===== src/rtl/mpss_bus_pkg.sv =====
// Shared bus definitions for the two-master / one-slave merge point:
// field widths, master identifiers and a small helper for id flipping.
package mpss_bus_pkg;

    localparam int ADDR_W = 32;
    localparam int DATA_W = 32;
    localparam int BE_W   = 4;

    typedef enum logic {
        MASTER_0 = 1'b0,
        MASTER_1 = 1'b1
    } mid_t;

    function automatic mid_t other_master(input mid_t id);
        return (id == MASTER_0) ? MASTER_1 : MASTER_0;
    endfunction

endpackage


===== src/rtl/arb_m2s1_if.sv =====
// One request/response bus port. The "master" modport is the side that
// issues requests; the "slave" modport is the side that accepts them.
interface arb_m2s1_if;

    logic                              req;
    logic                              we;
    logic [mpss_bus_pkg::ADDR_W-1:0]   addr;
    logic [mpss_bus_pkg::BE_W-1:0]     be;
    logic [mpss_bus_pkg::DATA_W-1:0]   wdata;
    logic                              ack;
    logic                              resp;
    logic [mpss_bus_pkg::DATA_W-1:0]   rdata;

    modport master (
        output req, we, addr, be, wdata,
        input  ack, resp, rdata
    );

    modport slave (
        input  req, we, addr, be, wdata,
        output ack, resp, rdata
    );

endinterface


===== src/rtl/arb_id_fifo.sv =====
// Tracks which master issued each outstanding read so responses can be
// routed back in issue order. One bit per entry; registered pointers plus
// an occupancy count so full/empty are simple compares.
module arb_id_fifo #(
    parameter int DEPTH     = 4,
    parameter int DEPTH_LOG = 2
) (
    input  logic clk_i,
    input  logic rst_i,
    input  logic push,
    input  logic din,
    input  logic pop,
    output logic dout,
    output logic full,
    output logic empty
);

    logic [DEPTH-1:0]     mem;
    logic [DEPTH_LOG-1:0] wr_ptr;
    logic [DEPTH_LOG-1:0] rd_ptr;
    logic [DEPTH_LOG:0]   count;
    logic                 do_push;
    logic                 do_pop;

    // A push into a full FIFO is refused even if a pop lands the same cycle.
    assign do_push = push & ~full;
    assign do_pop  = pop & ~empty;
    assign full    = (count == (DEPTH_LOG + 1)'(DEPTH));
    assign empty   = (count == '0);
    assign dout    = mem[rd_ptr];

    // Storage needs no reset: entries are only read once counted valid.
    always_ff @(posedge clk_i) begin
        if (do_push) begin
            mem[wr_ptr] <= din;
        end
    end

    // Pointers wrap naturally since DEPTH is a power of two.
    always_ff @(posedge clk_i or negedge rst_i) begin
        if (!rst_i) begin
            wr_ptr <= '0;
            rd_ptr <= '0;
            count  <= '0;
        end else begin
            if (do_push) wr_ptr <= wr_ptr + DEPTH_LOG'(1);
            if (do_pop)  rd_ptr <= rd_ptr + DEPTH_LOG'(1);
            case ({do_push, do_pop})
                2'b10:   count <= count + (DEPTH_LOG + 1)'(1);
                2'b01:   count <= count - (DEPTH_LOG + 1)'(1);
                default: count <= count;
            endcase
        end
    end

endmodule


===== src/rtl/arb_m2s1.sv =====
// Merges two masters onto one slave. Round-robin grant on the request
// channel, in-order routing of read responses back to the issuer.
// Request and response paths are purely combinational; the only state is
// the priority pointer and the outstanding-read id FIFO.
module arb_m2s1
    import mpss_bus_pkg::*;
#(
    parameter int RD_DEPTH     = 4,
    parameter int RD_DEPTH_LOG = 2
) (
    input  logic        clk_i,
    input  logic        rst_i,
    arb_m2s1_if.slave   m0,
    arb_m2s1_if.slave   m1,
    arb_m2s1_if.master  s
);

    mid_t rr_q;
    mid_t grant;
    mid_t head;
    logic g_req;
    logic g_we;
    logic block;
    logic accept;
    logic fifo_push;
    logic fifo_pop;
    logic fifo_full;
    logic fifo_empty;
    logic fifo_dout;

    // Priority master wins if requesting, otherwise the other one gets it.
    always_comb begin
        grant = rr_q;
        if (rr_q == MASTER_0) begin
            if (!m0.req) grant = MASTER_1;
        end else begin
            if (!m1.req) grant = MASTER_0;
        end
    end

    // Forward the granted master's request fields to the slave.
    always_comb begin
        g_req   = m0.req;
        g_we    = m0.we;
        s.addr  = m0.addr;
        s.be    = m0.be;
        s.wdata = m0.wdata;
        if (grant == MASTER_1) begin
            g_req   = m1.req;
            g_we    = m1.we;
            s.addr  = m1.addr;
            s.be    = m1.be;
            s.wdata = m1.wdata;
        end
    end

    // Reads stall while the id FIFO is full; writes pass regardless.
    assign block  = g_req & ~g_we & fifo_full;
    assign s.req  = g_req & ~block;
    assign s.we   = g_we;
    assign accept = s.req & s.ack;

    assign m0.ack = accept & (grant == MASTER_0);
    assign m1.ack = accept & (grant == MASTER_1);

    assign fifo_push = accept & ~g_we;
    assign fifo_pop  = s.resp & ~fifo_empty;
    assign head      = mid_t'(fifo_dout);

    // Responses with nothing outstanding are dropped silently.
    assign m0.resp  = fifo_pop & (head == MASTER_0);
    assign m1.resp  = fifo_pop & (head == MASTER_1);
    assign m0.rdata = s.rdata;
    assign m1.rdata = s.rdata;

    // Priority moves only on an accepted transfer, so a waiting grant holds.
    always_ff @(posedge clk_i or negedge rst_i) begin
        if (!rst_i) begin
            rr_q <= MASTER_0;
        end else if (accept) begin
            rr_q <= other_master(grant);
        end
    end

    arb_id_fifo #(
        .DEPTH     (RD_DEPTH),
        .DEPTH_LOG (RD_DEPTH_LOG)
    ) u_id_fifo (
        .clk_i (clk_i),
        .rst_i (rst_i),
        .push  (fifo_push),
        .din   (logic'(grant)),
        .pop   (fifo_pop),
        .dout  (fifo_dout),
        .full  (fifo_full),
        .empty (fifo_empty)
    );

endmodule


===== src/flat_wrapper.sv =====
// flat-port wrapper written by rule: the top's interface ports become plain ports
module arb_m2s1_flat import mpss_bus_pkg::*;
#(
    parameter int RD_DEPTH     = 4,
    parameter int RD_DEPTH_LOG = 2
)
  (clk_i, rst_i, m0_req, m0_we, m0_addr, m0_be, m0_wdata, m0_ack, m0_resp, m0_rdata, m1_req, m1_we, m1_addr, m1_be, m1_wdata, m1_ack, m1_resp, m1_rdata, s_req, s_we, s_addr, s_be, s_wdata, s_ack, s_resp, s_rdata);
  arb_m2s1_if m0_i ();
  arb_m2s1_if m1_i ();
  arb_m2s1_if s_i ();
  input  logic clk_i;
  input  logic rst_i;
  input wire logic [$bits(m0_i.req)-1:0] m0_req;
  input wire logic [$bits(m0_i.we)-1:0] m0_we;
  input wire logic [$bits(m0_i.addr)-1:0] m0_addr;
  input wire logic [$bits(m0_i.be)-1:0] m0_be;
  input wire logic [$bits(m0_i.wdata)-1:0] m0_wdata;
  output wire logic [$bits(m0_i.ack)-1:0] m0_ack;
  output wire logic [$bits(m0_i.resp)-1:0] m0_resp;
  output wire logic [$bits(m0_i.rdata)-1:0] m0_rdata;
  input wire logic [$bits(m1_i.req)-1:0] m1_req;
  input wire logic [$bits(m1_i.we)-1:0] m1_we;
  input wire logic [$bits(m1_i.addr)-1:0] m1_addr;
  input wire logic [$bits(m1_i.be)-1:0] m1_be;
  input wire logic [$bits(m1_i.wdata)-1:0] m1_wdata;
  output wire logic [$bits(m1_i.ack)-1:0] m1_ack;
  output wire logic [$bits(m1_i.resp)-1:0] m1_resp;
  output wire logic [$bits(m1_i.rdata)-1:0] m1_rdata;
  output wire logic [$bits(s_i.req)-1:0] s_req;
  output wire logic [$bits(s_i.we)-1:0] s_we;
  output wire logic [$bits(s_i.addr)-1:0] s_addr;
  output wire logic [$bits(s_i.be)-1:0] s_be;
  output wire logic [$bits(s_i.wdata)-1:0] s_wdata;
  input wire logic [$bits(s_i.ack)-1:0] s_ack;
  input wire logic [$bits(s_i.resp)-1:0] s_resp;
  input wire logic [$bits(s_i.rdata)-1:0] s_rdata;
  assign m0_i.req = m0_req;
  assign m0_i.we = m0_we;
  assign m0_i.addr = m0_addr;
  assign m0_i.be = m0_be;
  assign m0_i.wdata = m0_wdata;
  assign m0_ack = m0_i.ack;
  assign m0_resp = m0_i.resp;
  assign m0_rdata = m0_i.rdata;
  assign m1_i.req = m1_req;
  assign m1_i.we = m1_we;
  assign m1_i.addr = m1_addr;
  assign m1_i.be = m1_be;
  assign m1_i.wdata = m1_wdata;
  assign m1_ack = m1_i.ack;
  assign m1_resp = m1_i.resp;
  assign m1_rdata = m1_i.rdata;
  assign s_req = s_i.req;
  assign s_we = s_i.we;
  assign s_addr = s_i.addr;
  assign s_be = s_i.be;
  assign s_wdata = s_i.wdata;
  assign s_i.ack = s_ack;
  assign s_i.resp = s_resp;
  assign s_i.rdata = s_rdata;
  arb_m2s1 #(.RD_DEPTH(RD_DEPTH), .RD_DEPTH_LOG(RD_DEPTH_LOG)) u_core (.clk_i(clk_i), .rst_i(rst_i), .m0(m0_i), .m1(m1_i), .s(s_i));
endmodule

===== config.mk =====
export PLATFORM = sky130hd
export DESIGN_NAME = arb_m2s1_flat
export DESIGN_NICKNAME = d
export VERILOG_FILES = /design/src/rtl/mpss_bus_pkg.sv /design/src/rtl/arb_m2s1_if.sv /design/src/rtl/arb_id_fifo.sv /design/src/rtl/arb_m2s1.sv /design/src/flat_wrapper.sv
export SDC_FILE = /design/constraint.sdc
export NUM_CORES = 1
export LEC_CHECK = 0
export ABC_AREA = 1
export CORE_AREA = 5 5 120 122
export DETAILED_ROUTE_END_ITERATION = 8
export DIE_AREA = 0 0 125 127
export HOLD_SLACK_MARGIN = 0.03
export PLACE_DENSITY = 0.61
export SETUP_SLACK_MARGIN = 0.05
export SLEW_MARGIN = 30
export SYNTH_ARGS = -nofsm -noshare
export SYNTH_HDL_FRONTEND = slang
export SYNTH_SLANG_ARGS = --single-unit

===== constraint.sdc =====
create_clock -name clk_i -period 3.1 [get_ports clk_i]
set_input_delay 0.62 -clock clk_i [delete_from_list [all_inputs] [get_ports clk_i]]
set_output_delay 0.62 -clock clk_i [all_outputs]
set_load 0.01 [all_outputs]

==> impl_metrics.toml, run 1 <==
[drt]
routedWlPerCell_um = 13.69
wl_met2_um = 5012
top_layer = "met4"
wl_met3_um = 1246
drc = 0
firstDrtPassIters = 6
ant_nets = 0
drtIter0Drc = 131
viasPerCell = 3.704
routed_wl_um = 9516
vias = 2574
wl_met1_um = 3215

[hold_path]
hold_class = "register to register"

[grt]
grt_pass1_vias = 2782
grt_pass1_wl_um = 14120
track_usage = 0.1081
antenna_found_initial = 0
grt_max_degree = 44
grt.overflow.total = 0

[clocking]
clock_latency_ns = 0.24
cts_buffer_depth = 2
post_cts_buffers = 0
tritoncts = "built"
path_clk_slew_ns = 0.04
cts.sinks = 12
htree_levels = 1
cts-root-buf = "clkbuf_16"
cts_buffers = 3
cts_hold_buf = 0

[final_layout]
synthToLayoutAreaGrowth_pct = 98.08
fill_cells = 1434
layout.nets = 702
drive_gt1_frac = 0.03468
diodes = 0

[sta]
max_freq_mhz = 336.7
slew_headroom = 0.7374
slew_violations = 0
post-route-min-period_ns = 2.970
holdWs_ns = 0.5221
period_share = 0.9580
skew_ns = 0.003544
finalHoldViolCount = 0
fin_tns_setup_ns = 0
setup_viol = 0
tightest_slew_ns = 0.3927
grt_setup_unrepaired = "yes"

[die]
core_um2 = 13090
die_x_um = 125
die-area_um2 = 15880
fp.dieH_um = 127
fp-row-count = 42
io_pins = 314
initial_core_util = 0.1593

[yosys]
synth_fp_nets = 552
yosysWarnings = 0
postSynthAreaPerCell_um2 = 5.634
ys_types = 25
synth_area_um2 = 2084
ys_seq_elements = 12
synthCells = 370
seq_area_frac_synth = 0.1537

[critical_path]
critPathMaxFanout = 29
path_class = "input pin to output pin"
worstPathRequired_ns = 2.48
cp-end-kind = "output pin"
cp-start-kind = "input pin"
arrival_ns = 2.35

[power_and_ir_drop]
peakVddDrop_mv = 0.2101
power.leakage_nw = 1.953
power_density_nw_per_um2 = 586.9

[run]
drv_cap = 0

[placed_design]
gp_congestion = 0.8248
portBuffers = 217
dpl.hpwl_um = 7936

[outcome]
run_status = "finished clean"
==> state kept, by name, summed over array words and instances, names as in the netlist <==
register and cells:
u_core.u_id_fifo.mem 4, u_core.u_id_fifo.count 3, u_core.u_id_fifo.rd_ptr 2, u_core.u_id_fifo.wr_ptr 2, u_core.rr_q 1
==> cell type report <==
class / instances / area [µm²] / share of cell area
clock buffer: 4 / 88.84 / 0.02152
inverter: 25 / 100.1 / 0.02424
multi-input combinational: 255 / 1104 / 0.2673
sequential: 12 / 320.3 / 0.07758
timing repair buffer: 223 / 2296 / 0.5561
tap: 176 / 220.2 / 0.05333
==> Yosys cell counts (all sizes together) <==
| master | instances | share of area |
|---|---|---|
| nand2 | 223 | 0.41 |
| buf | 78 | 0.27 |
| inv | 24 | 0.043 |
| dfrtp | 8 | 0.096 |
| nor2 | 8 | 0.014 |
| ha | 5 | 0.030 |
| edfxtp | 4 | 0.058 |
| o21ai | 4 | 0.0096 |
| nand3 | 3 | 0.0072 |
| xor2 | 3 | 0.013 |
| nand4 | 2 | 0.013 |
| a21oi | 1 | 0.0024 |
| a31oi | 1 | 0.010 |
| and2 | 1 | 0.0030 |
| clkinv | 1 | 0.0024 |
| fa | 1 | 0.0096 |
| nor3 | 1 | 0.0024 |
| o22ai | 1 | 0.0030 |
| xnor2 | 1 | 0.0042 |
==> what timing repair did <==
item	4_1_cts	5_1_grt
gates resized for setup	1	4
gates cloned	0	2
setup endpoints to repair	1	12
==> per-layer routing <==
layer  vias up  GRT usage
li1       1331          -
met1      1079     0.1126
met2       160     0.1974
met3         4    0.06219
met4         0   0.009566
met5         -          0
==> logic make-up (layout without fill, tap and decap cells) <==
kind of cell	count (synthesis)	in the layout	synth area share
AO/OA/AOI/OAI	7	7	0.02521
XOR/XNOR	4	4	0.01681
adder cells (fa/ha/maj)	6	6	0.03962
buffers and inverters	103	252	0.3169
flip-flops	12	12	0.1537
AND/OR/NAND/NOR	238	238	0.4478
==> placed cells by master, fill, tap and decap left out, types with 2 or more instances in the layout <==
| cell type | netlist | routed |
|---|---|---|
| edfxtp_1 | 4 | 4 |
| nand2_1 | 220 | 220 |
| dfrtp_1 | 8 | 8 |
| o21ai_0 | 4 | 4 |
| buf_12 | 0 | 3 |
| xor2_1 | 3 | 3 |
| nand2_2 | 2 | 2 |
| clkbuf_16 | 0 | 5 |
| ha_1 | 5 | 5 |
| nor2_1 | 8 | 8 |
| nand3_1 | 3 | 3 |
| clkdlybuf4s50_1 | 0 | 216 |
| inv_1 | 22 | 22 |
==> through the flow <==
step                instance area, µm²  utilization  total power (W)  setup slack, ns  std cells
floorplan                         2085            -         0.001204            1.021        370
global placement                  3979       0.3041         0.002063          0.02945        689
detailed placement                3979       0.3041         0.002112          0.01308        689
CTS                               4071       0.3111         0.002396           0.1009        693
global route                      4129       0.3155         0.002641          0.02106        695
finish                            4129       0.3155         0.002423           0.1301        695
==> where the power goes <==
group	switching [W]	internal, W
clock	0.0000714	0.000195
combinational	0.000901	0.000979
sequential	0.0000475	0.000230
total	0.00102	0.00140
==> worst max-delay path, cell delays in order <==
cell and delay [ns]:
clkdlybuf4s50_1 0.48, nand2_1 0.10, nand2_4 0.13, buf_6 0.23, nand2_1 0.13, nand2_1 0.10
clkdlybuf4s50_1 0.53
==> path summary, 6_finish.rpt <==
path                                                start                    endpoint  slack [ns]  cells after the start
max in group asynchronous                           rst_i  u_core.u_id_fifo.wr_ptr[0]        2.15                      1
worst max register to register  u_core.u_id_fifo.count[0]   u_core.u_id_fifo.count[2]        0.94                      9
worst max-delay path                               m1_req                 s_wdata[30]        0.13                      7
worst min register to register  u_core.u_id_fifo.count[0]   u_core.u_id_fifo.count[0]        0.52                      1
min in group asynchronous                           rst_i  u_core.u_id_fifo.rd_ptr[1]        0.67                      1
worst min-delay path            u_core.u_id_fifo.count[0]   u_core.u_id_fifo.count[0]        0.52                      1
No activity file was read; power rests on OpenSTA's default activity.
==> run 2: changes to the inputs <==
CORE_AREA = 5 5 118 120   (was 5 5 120 122)
DIE_AREA = 0 0 123 125   (was 0 0 125 127)
PLACE_DENSITY = 0.63   (was 0.61)
clock period = 3.2 ns   (was 3.1 ns; I/O delays follow)
==> run 2 against run 1 <==
Hold slack got worse by 0.020 ns. Via count rose by 1.4%. First-iteration DRC count fell by 44%. Sequential share of layout area rose by 0.11 points. Non-clock buffer count fell by 1. Register-to-register slack improved by 0.16 ns. Largest power group unchanged. Highest routed layer unchanged.
==> impl_metrics.toml, run 2 (synthesis gave the netlist of run 1 again) <==
[drt]
ant_nets = 0
viasPerCell = 3.762
routedWlPerCell_um = 12.63
drc = 0
drtIter0Drc = 73
routed_wl_um = 8766
wl_met1_um = 3333
vias = 2611
firstDrtPassIters = 5
wl_met3_um = 1052
top_layer = "met4"
wl_met2_um = 4342

[sta]
setup_viol = 0
slew_violations = 0
finalHoldViolCount = 0
tightest_slew_ns = 0.3871
max_freq_mhz = 333.2
skew_ns = 0.0007694
grt_setup_unrepaired = "no"
period_share = 0.9380
slew_headroom = 0.7411
post-route-min-period_ns = 3.002
timing.final.ws_setup_ns = 0.1985
fin_tns_setup_ns = 0

[die]
initial_core_util = 0.1619
die-area_um2 = 15380
fp.dieH_um = 125
core_um2 = 12870
io_pins = 314
die_x_um = 123
fp-row-count = 42

[clocking]
cts-root-buf = "clkbuf_16"
tritoncts = "built"
cts_buffers = 3
clock_latency_ns = 0.24
cts_hold_buf = 0
path_clk_slew_ns = 0.04
htree_levels = 1
cts_buffer_depth = 2
cts.sinks = 12

[power_and_ir_drop]
power_frac_seq = 0.120
power_frac_clock = 0.113
p_int_w = 0.001311
p_sw_w = 0.0009433
power.leakage_nw = 1.929
peakVddDrop_mv = 0.2132
combPwrFrac = 0.768
power_density_nw_per_um2 = 553.4
netSwitchingFraction = 0.4185

[critical_path]
r2r.worst_path.cells = 9
arrival_ns = 2.36
max_stage_delay_ns = 0.55
path_class = "input pin to output pin"
r2r-start = "u_core.u_id_fifo.count[1]"
crit_family = "buffers and inverters"
r2r-end = "u_core.u_id_fifo.count[2]"
crit_start = "m0_req"
reg2reg_setup_slack_ns = 1.10
endpoint = "s_wdata[14]"
worstPathRequired_ns = 2.56
cp-start-kind = "input pin"
crit_buf_inv = 5
crit_slowest_cell = "clkdlybuf4s50_1"
cp_cell_sequence = "clkdlybuf4s50_1, inv_1, nand2_2, nand2_4, inv_2, buf_12, nand2_1, nand2_1, clkdlybuf4s50_1"
cp-end-kind = "output pin"
critPathMaxFanout = 36
cp.depth = 9

[final_layout]
seqCellArea_um2 = 320.3
final_common_cell = "nand2_1"
diodes = 0
utilization = 0.3163
reg_top3 = "u_core.u_id_fifo.mem x4, u_core.u_id_fifo.count x3"
drive_gt1_frac = 0.03282
largest_reg_flops = 4
layout.nets = 701
post-route-cell-area_um2 = 4073
multi_input_area_um2 = 1104
layout_common_cells = "nand2_1 (220), clkdlybuf4s50_1 (216), inv_1 (22), nor2_1 (8), dfrtp_1 (8)"
fill_cells = 1374
top_register = "u_core.u_id_fifo.mem"
synthToLayoutAreaGrowth_pct = 95.38

[placed_design]
dp_slack_ns = 0.1277
dpl.hpwl_um = 7587
gp_congestion = 0.7978
portBuffers = 217
placed_area_um2 = 3974

[hold_path]
hold_class = "register to register"

[grt]
grt.overflow.total = 0
grt_max_degree = 46
grt_pass1_vias = 2805
grt_pass1_wl_um = 13720
track_usage = 0.1070
antenna_found_initial = 0

[outcome]
run_status = "finished clean"

[run]
drv_cap = 0
run 2: changes by cell type in the layout (fill, tap and decap cells not counted):
cell and delta:
clkbuf_16 -2, buf_6 +1, buf_4 +1, buf_12 -1, inv_2 +1, inv_6 -1
run 2: repair_timing:
| item | CTS | global route |
|---|---|---|
| setup buffers | 0 | 0 |
| hold endpoints to repair | 0 | 0 |
| setup endpoints to repair | 0 | 24 |
| resized for setup | 0 | 3 |
run 2: per-layer routing:
layer / global-route usage / up-vias
li1: - / 1328
met1: 0.1189 / 1131
met2: 0.1875 / 146
met3: 0.05420 / 6
met4: 0.01303 / 0
met5: 0 / -
run 2: worst min-delay path by stage:
stage / startpoint / end / slack [ns] / cells past startpoint
global route: u_core.u_id_fifo.count[0] / u_core.u_id_fifo.count[0] / 0.54 / 1
detailed placement: u_core.u_id_fifo.count[0] / u_core.u_id_fifo.count[0] / 0.49 / 1
global placement: u_core.u_id_fifo.count[0] / u_core.u_id_fifo.count[0] / 0.49 / 1
CTS: u_core.u_id_fifo.count[0] / u_core.u_id_fifo.count[0] / 0.50 / 1
finish: u_core.u_id_fifo.count[0] / u_core.u_id_fifo.count[0] / 0.50 / 1
floorplan: rst_i / u_core.rr_q / 0.34 / 0
run 2: per-stage QoR:
stage / std cells / total power (W) / hold WS (ns)
floorplan: 370 / 0.001167 / 0.3444
global placement: 690 / 0.001987 / 0.4882
finish: 694 / 0.002254 / 0.5020
global route: 694 / 0.002450 / 0.5422
CTS: 694 / 0.002287 / 0.5041
detailed placement: 690 / 0.002013 / 0.4938
run 2: area by class of cell:
cell class / instances / area share
Clock buffer: 4 / 0.02181
Inverter: 25 / 0.02335
Multi-Input combinational cell: 255 / 0.2710
Sequential cell: 12 / 0.07865
Tap cell: 176 / 0.05407
Timing Repair Buffer: 222 / 0.5512
run 2: power groups by stage:
stage	clock network [W]	logic, W	registers [W]
2_1_floorplan	0	0.000907	0.000259
3_3_place_gp	0	0.00172	0.000265
3_5_place_dp	0	0.00174	0.000270
4_1_cts	0.000261	0.00176	0.000269
5_1_grt	0.000267	0.00191	0.000276
6_report	0.000254	0.00173	0.000270
